File: src/rtl/sw_pkg.sv
// Shared types and constants for the slide-switch debouncer.
package sw_pkg;

   localparam int unsigned WIDTH         = 3;
   localparam int unsigned SYNC_STAGES   = 2;
   localparam int unsigned STABLE_CYCLES = 4;

   // {enable, switch} carried as one vector through sync and filter
   typedef logic [2*WIDTH-1:0] sw_vec_t;

   typedef enum logic {
      ST_STABLE  = 1'b0,
      ST_PENDING = 1'b1
   } state_t;

   // Reset leaves downstream LEDs dark
   localparam logic [WIDTH-1:0] SW_RST = '0;
   localparam logic [WIDTH-1:0] EN_RST = '0;

endpackage

File: src/rtl/switch_debouncer_sync_chain.sv
// N-bit multi-flop synchroniser; every stage clears on reset.
module sync_chain #(
   parameter int unsigned N      = 1,
   parameter int unsigned STAGES = 2
) (
   input  logic         clk,
   input  logic         rst,
   input  logic [N-1:0] i_d,
   output logic [N-1:0] o_q
);

   logic [N-1:0] r_stage [STAGES];

   // Shift the asynchronous input through STAGES flops
   always_ff @(posedge clk or posedge rst) begin
      if (rst) begin
         for (int unsigned i = 0; i < STAGES; i++) begin
            r_stage[i] <= '0;
         end
      end else begin
         r_stage[0] <= i_d;
         for (int unsigned i = 1; i < STAGES; i++) begin
            r_stage[i] <= r_stage[i-1];
         end
      end
   end

   assign o_q = r_stage[STAGES-1];

endmodule

File: src/rtl/switch_debouncer.sv
// Debounces raw switch/enable codes into clk-domain registered buses with an update strobe.
module switch_debouncer
   import sw_pkg::*;
#(
   parameter int unsigned WIDTH         = sw_pkg::WIDTH,
   parameter int unsigned SYNC_STAGES   = sw_pkg::SYNC_STAGES,
   parameter int unsigned STABLE_CYCLES = sw_pkg::STABLE_CYCLES
) (
   input  logic             clk,
   input  logic             rst,
   input  logic [WIDTH-1:0] sw_in,
   input  logic [WIDTH-1:0] en_in,
   output logic [WIDTH-1:0] switch,
   output logic [WIDTH-1:0] enable,
   output logic             update
);

   localparam int unsigned VW = 2 * WIDTH;
   localparam int unsigned CW = (STABLE_CYCLES > 1) ? $clog2(STABLE_CYCLES + 1) : 1;
   localparam logic [CW-1:0] CNT_LAST = CW'(STABLE_CYCLES - 1);
   localparam logic [VW-1:0] OUT_RST  = {WIDTH'(EN_RST), WIDTH'(SW_RST)};

   logic [VW-1:0] w_sync;
   logic [VW-1:0] r_cand,   w_cand_nxt;
   logic [CW-1:0] r_cnt,    w_cnt_nxt;
   state_t        r_state,  w_state_nxt;
   logic [VW-1:0] r_out,    w_out_nxt;
   logic          r_update, w_update_nxt;

   sync_chain #(
      .N      (VW),
      .STAGES (SYNC_STAGES)
   ) u_sync (
      .clk (clk),
      .rst (rst),
      .i_d ({en_in, sw_in}),
      .o_q (w_sync)
   );

   // State, counter and output registers
   always_ff @(posedge clk or posedge rst) begin
      if (rst) begin
         r_cand   <= '0;
         r_cnt    <= '0;
         r_state  <= ST_STABLE;
         r_out    <= OUT_RST;
         r_update <= 1'b0;
      end else begin
         r_cand   <= w_cand_nxt;
         r_cnt    <= w_cnt_nxt;
         r_state  <= w_state_nxt;
         r_out    <= w_out_nxt;
         r_update <= w_update_nxt;
      end
   end

   // Any change restarts the window; a full quiet window commits the candidate
   always_comb begin
      w_cand_nxt   = r_cand;
      w_cnt_nxt    = r_cnt;
      w_state_nxt  = r_state;
      w_out_nxt    = r_out;
      w_update_nxt = 1'b0;

      if (w_sync != r_cand) begin
         w_cand_nxt  = w_sync;
         w_cnt_nxt   = '0;
         w_state_nxt = (w_sync != r_out) ? ST_PENDING : ST_STABLE;
      end else if (r_state == ST_PENDING) begin
         if (r_cnt == CNT_LAST) begin
            w_out_nxt    = r_cand;
            w_update_nxt = 1'b1;
            w_state_nxt  = ST_STABLE;
            w_cnt_nxt    = '0;
         end else begin
            w_cnt_nxt = CW'(r_cnt + 1'b1);
         end
      end else begin
         w_cnt_nxt = '0;
      end
   end

   assign switch = r_out[WIDTH-1:0];
   assign enable = r_out[VW-1:WIDTH];
   assign update = r_update;

endmodule

File: config.mk
export PLATFORM = sky130hd
export DESIGN_NAME = switch_debouncer
export DESIGN_NICKNAME = d
export VERILOG_FILES = /design/src/rtl/sw_pkg.sv /design/src/rtl/switch_debouncer_sync_chain.sv /design/src/rtl/switch_debouncer.sv
export SDC_FILE = /design/constraint.sdc
export NUM_CORES = 1
export LEC_CHECK = 0
export CORE_UTILIZATION = 55
export CTS_BUF_LIST = sky130_fd_sc_hd__clkbuf_4
export DETAILED_ROUTE_END_ITERATION = 8
export PLACE_DENSITY = 0.8
export SYNTH_ARGS = -nofsm -noshare
export SYNTH_HDL_FRONTEND = slang
export SYNTH_SLANG_ARGS = --single-unit
File: constraint.sdc
create_clock -name clk -period 4.15 [get_ports clk]
set_input_delay 0.415 -clock clk [delete_from_list [all_inputs] [get_ports clk]]
set_output_delay 0.415 -clock clk [all_outputs]
set_load 0.005 [all_outputs]
==> impl_metrics.tcl <==
set metrics [dict create \
    crit_fanout 6 \
    hold_viol_final 0 \
    finalNetCount 97 \
    initial_core_util_pct 59.50 \
    hpwl_microns 1051 \
    root_buffer "clkbuf_4" \
    r2r-end "r_out[2]" \
    dpl_worst_slack_ns 2.451 \
    cellLeakagePower_nw 0.5509 \
    place_area_sq_um 1192 \
    place.gp.congestion 0.7018 \
    rr_worst_depth 4 \
    grtUsageTotal_pct 17.42 \
    wl_per_cell_microns 12.45 \
    cts_buffers 5 \
    ant_nets 0 \
    post-cts-setup-buffer-count 0 \
    critPathBufInv 0 \
    drive_gt1_share_pct 16.09 \
    design_area_sq_um 1235 \
    cts_buffer_depth 2 \
    synthMuxAreaShare_pct 7.390 \
    whs_ns 0.3557 \
    ctsResizeCount 0 \
    num_io_pins 15 \
    drt_pass1_iterations 3 \
    peakVddDrop_uv 313.4 \
    dieArea_sq_um 2088 \
    finalCritPeriodShare_pct 39.65 \
    synth_compound_area_share_pct 0.4768 \
    synth-simple-area-share_pct 7.986 \
    worstPathRequired_ns 4.33 \
    grt_pass1_wl_microns 2277 \
    synth_top_family_by_area "XOR/XNOR gates" \
    antenna_found_initial 0 \
    grt_pass1_vias 551 \
    crit_type "reg2reg" \
    hold_path_class "reg2reg" \
    fin_ws_ns 2.505 \
    drc_errors 0 \
    vias 544 \
    path_cells "xnor2_1, nand4_1, nor3_4, mux2_2" \
    max_stage_delay_ns 0.42 \
    crit_end "r_out[2]" \
    grt_setup_unrepaired "no" \
    synth_fa_ha_area_share_pct 1.192 \
    p_per_area_nw_per_um2 371.4 \
    cts_hold_buffers 0 \
    clk_latency_ns 0.30 \
    antenna_cells 0 \
    layout_commonest_cell "dfrtp_1" \
    synth-xor-area-share_pct 10.01 \
    synth_cells 73 \
    avgSynthCellArea_sq_um 14.38 \
    syn_to_final_growth_pct 17.64 \
    cts.sinks 29 \
    maxCapViolations 0 \
    fp.dieW_microns 45.69 \
    rows 15 \
    crit_start "u_sync.o_q[2]" \
    critPathTopFamily "simple AND/OR/NAND/NOR gates" \
    drt_iter0_drc 4 \
    syn-num-nets 82 \
    status "finished clean" \
    htreeDepth 2 \
    grt_max_degree 30 \
    start_kind "flip-flop" \
    ys_types 17 \
    totalWireLength_microns 1394 \
    yosysWarnings 0 \
    fin_skew_ns 0.005494 \
    final_core_util_pct 70.00 \
    tightest_slew_ns 0.9989 \
    clkTransAtPathRegs_ns 0.07 \
    cts_tree "built" \
    via_per_inst 4.857 \
    crit_cells 4 \
    setup_viol 0 \
    crit_arrival_ns 1.83 \
    ff2ff_setup_slack_ns 2.50 \
    period_minus_slack_ns 1.645 \
    coreArea_sq_um 1764 \
    critPathCaptureType "flip-flop" \
    fmaxAchievable_ghz 0.6078 \
    ys_ff_latch 29 \
    numPortBuffers 14 \
    r2r-start "u_sync.o_q[2]" \
    most-common-layout-cells "29 x dfrtp_1, 14 x clkdlybuf4s50_1, 10 x xnor2_1, 6 x mux2_2, 5 x clkbuf_4" \
    die_h_microns 45.69 \
    slew_headroom_pct 33.33 \
    tns_ns 0 \
    yosysSeqAreaShare_pct 69.13 \
    syn_area_sq_um 1050 \
    grt_overflow 0 \
    crit_slowest_cell "dfrtp_1" \
    drv_slew 0 \
]
-- worst min-delay path by stage --
stage	depth (start not counted)	endpoint	from	slack [ns]
after floorplan	0	u_sync.o_q[0]	u_sync.r_stage[6]	0.33
after global placement	0	u_sync.o_q[4]	u_sync.r_stage[10]	0.33
after detailed placement	0	u_sync.o_q[4]	u_sync.r_stage[10]	0.35
after CTS	0	u_sync.o_q[4]	u_sync.r_stage[10]	0.36
after global routing	0	u_sync.o_q[0]	u_sync.r_stage[6]	0.36
final	0	u_sync.o_q[4]	u_sync.r_stage[10]	0.36
-- logic make-up (layout without fill, tap and decap cells) --
logic type	count (synthesis)	in the layout
adders and majority gates	1	1
DFF	29	29
muxes	7	7
xor gates and xnor gates	12	12
AOI/OAI and AO/OA	1	1
buffers and inverters	9	23
and+or+nand+nor	14	14
-- state kept, by name, indices dropped and copies added (netlist names) --
register and count:
r_state 1, r_cand 6, u_sync.r_stage 6, r_cnt 3, r_out 6, update 1
u_sync.o_q 6
-- through the flow --
stage                     instances  power [W]
after floorplan                  73  0.0003196
after global placement          106  0.0003272
after detailed placement        106  0.0003289
after CTS                       112  0.0004669
after global routing            112  0.0004793
final                           112  0.0004586
-- synthesized netlist by cell type --
cell type      number  area share (%)
mux2i_1             1            0.95
mux2_2              6             6.4
ha_1                1             1.2
dfrtp_1            29              69
o21ai_0             1            0.48
nand2_1             4             1.4
xnor2_1            10             8.3
dlygate4sd3_1       1            0.95
xor2_1              2             1.7
inv_1               3             1.1
nand4_1             2             1.2
nor4_1              1            0.60
nand3b_1            1            0.72
clkbuf_1            5             1.8
or2_2               1            0.60
nor3_1              4             1.9
nor3_4              1             1.5
-- area by class of cell --
| cell class | count | area (sq um) |
|---|---|---|
| fillers | 129 | 529.3 |
| multi-input cells | 35 | 284.0 |
| clock buffers | 5 | 37.54 |
| flip-flops and latches | 29 | 725.7 |
| well taps | 25 | 31.28 |
| inverters | 3 | 11.26 |
| repair buffers | 14 | 140.1 |
| clock inverters | 1 | 5.005 |
-- routing by layer --
layer | wire length (microns) | GRT usage, % | vias up | part of all wire (%)
met5 | 0 | 0 | - | 0
met3 | 45 | 5.952 | 2 | 3.2
li1 | - | - | 262 | -
met2 | 789 | 30.86 | 10 | 57
met4 | 19 | 12.35 | 0 | 1.4
met1 | 540 | 16.48 | 270 | 39
-- power by group --
group          internal [W]  switching (W)  leakage [nW]
clock network     0.0000585      0.0000774        0.0269
registers          0.000292     0.00000646         0.358
logic             0.0000125      0.0000123         0.166
total              0.000363      0.0000961         0.551
-- worst register-to-register path, stage by stage (launching register included) --
cell and delay, ns:
dfrtp_1 0.42, xnor2_1 0.22, nand4_1 0.19, nor3_4 0.32, mux2_2 0.38
(Power assumes the default switching activity.)
==> patch, RTL diff (same settings) <==
`SYNC_STAGES`: 2 -> 4.
--- a/src/rtl/sw_pkg.sv
+++ b/src/rtl/sw_pkg.sv
@@ -3,5 +3,5 @@
 
    localparam int unsigned WIDTH         = 3;
-   localparam int unsigned SYNC_STAGES   = 2;
+   localparam int unsigned SYNC_STAGES   = 4;
    localparam int unsigned STABLE_CYCLES = 4;
 
Formal check against the unedited RTL: not equivalent (Yosys sat finds a counterexample within 10 cycles, from zero or initial values and one cycle with rst high).
==> patch against the original RTL <==
  * Wire length increased by 23%
  * Non-clock buffer count rose by 1
  * Core utilization shrank 1.1 points
  * Cell count increased by 15%
  * Setup slack got worse by 0.047 ns
  * Power increased by 37%
  * Final area up 26%
  * Die area is 27% higher
  * Synthesized cell count is 16% higher
  * Sequential cell count increased by 12
  * Hold slack is essentially flat
  * Area after synthesis rose by 29%
  * Maximum frequency decreased by 2.8%
  * Largest cell class unchanged
==> patch: results (changes against the original RTL) <==
| Metric | Value |
|---|---|
| Clk Latency, worst-skew pair | 0.34 ns (was 0.30 ns) |
| Global-route wire length before repair | 2860 µm (was 2280 µm) |
| Avg WL per Cell | 13.3 µm (was 12.4 µm) |
| Layout cells sized above 1 | 14.9% (was 16.1%) |
| Reg area | 1030 µm² (was 726 µm²) |
| Tot Pwr | 0.000628 W (was 0.000459 W) |
| Crit Reg-Reg Endpoint | r_out[1]$_DFFE_PP0P_ (was r_out[2]$_DFFE_PP0P_) |
| WHS | 0.356 ns (about the same) |
| Post-synthesis cell type count | 18 (was 17) |
| Min-Delay Endpoint | u_sync.r_stage[14]$_DFF_PP0_ (was u_sync.o_q[4]$_DFF_PP0_) |
| Clock skew | 0.00895 ns (was 0.00549 ns) |
| DRT Pass-1 Iters | 4 (was 3) |
| Worst reg-to-reg setup slack | 2.46 ns (was 2.50 ns) |
| Syn_nets | 94 (was 82) |
| Max VDD drop | 275 µV (was 313 µV) |
| Clk power | 0.000178 W (was 0.000136 W) |
| Drt initial violations | 3 (was 4) |
| Post-synth top cells | dfrtp_1 (41), xnor2_1 (10), mux2_2 (6) (was dfrtp_1 (29), xnor2_1 (10), mux2_2 (6)) |
| Routed via count | 650 (was 544) |
| Register area share after synthesis | 75.9% (was 69.1%) |
| Number of global-route vias before repair | 656 (was 551) |
| Compound-Gate Fraction of Synth Area | 0.370% (was 0.477%) |
| Switching Fraction | 21.1% (was 21.0%) |
| Adder-Cell Fraction of Synth Area | 0.926% (was 1.19%) |
| Leak | 0.698 nW (was 0.551 nW) |
| Final GP Congestion | 0.726 (was 0.702) |
| Worst r2r src | u_sync.o_q[5]$_DFF_PP0_ (was u_sync.o_q[2]$_DFF_PP0_) |
| Worst Path Arrival | 1.92 ns (was 1.83 ns) |
| Synth Area in XOR/XNOR | 7.78% (was 10.0%) |
| Largest net degree at the start of global routing | 31 (was 30) |
| Status | finished clean (unchanged) |
| Global Route Usage Sum | 16.6% (was 17.4%) |
| Mux cell area share after synthesis | 5.74% (was 7.39%) |
| Sequential share of power | 67.3% (was 65.0%) |
-- patch: cell count changes after synthesis, sizes merged --
cell,change
buf,+1
clkbuf,-1
dfrtp,+12
-- patch: cell type report --
class / count / share of cell area (%)
sequential: 41 / 66.1
multi-input combinational: 35 / 18.3
timing repair buffer: 15 / 9.51
clock buffer: 6 / 2.90
tap: 28 / 2.26
inverter: 3 / 0.725
clock inverter: 1 / 0.242
-- patch: cell families (layout without fill, tap and decap cells) --
family / after synthesis / count (layout)
flops: 41 / 41
simple gates: 14 / 14
xor+xnor: 12 / 12
buf+inv: 9 / 25
mux: 7 / 7
fa+ha+maj: 1 / 1
compound gates: 1 / 1
-- patch: how the worst max path moves through the flow --
stage,startpoint,end,cells after the start
after floorplan,u_sync.o_q[0]$_DFF_PP0_,r_out[0]$_DFFE_PP0P_,4
after global placement,rst,r_cand[4]$_DFFE_PP0N_,3
after detailed placement,rst,u_sync.r_stage[10]$_DFF_PP0_,3
after CTS,u_sync.o_q[5]$_DFF_PP0_,r_out[2]$_DFFE_PP0P_,4
after global routing,u_sync.o_q[5]$_DFF_PP0_,r_out[2]$_DFFE_PP0P_,4
final,u_sync.o_q[5]$_DFF_PP0_,r_out[1]$_DFFE_PP0P_,4
-- patch: layer usage --
metal | up-vias | part of all wire (%) | track usage (%)
li1 | 304 | - | -
met1 | 324 | 41 | 18.0
met2 | 19 | 52 | 25.8
met3 | 3 | 5.4 | 8.77
met4 | 0 | 1.9 | 9.46
met5 | - | 0 | 0
-- patch: metrics by stage --
stage / instances / setup WS [ns]
3_3_place_gp: 122 / 2.37
2_1_floorplan: 85 / 2.69
3_5_place_dp: 122 / 2.32
6_report: 129 / 2.46
4_1_cts: 129 / 2.44
5_1_grt: 129 / 2.35
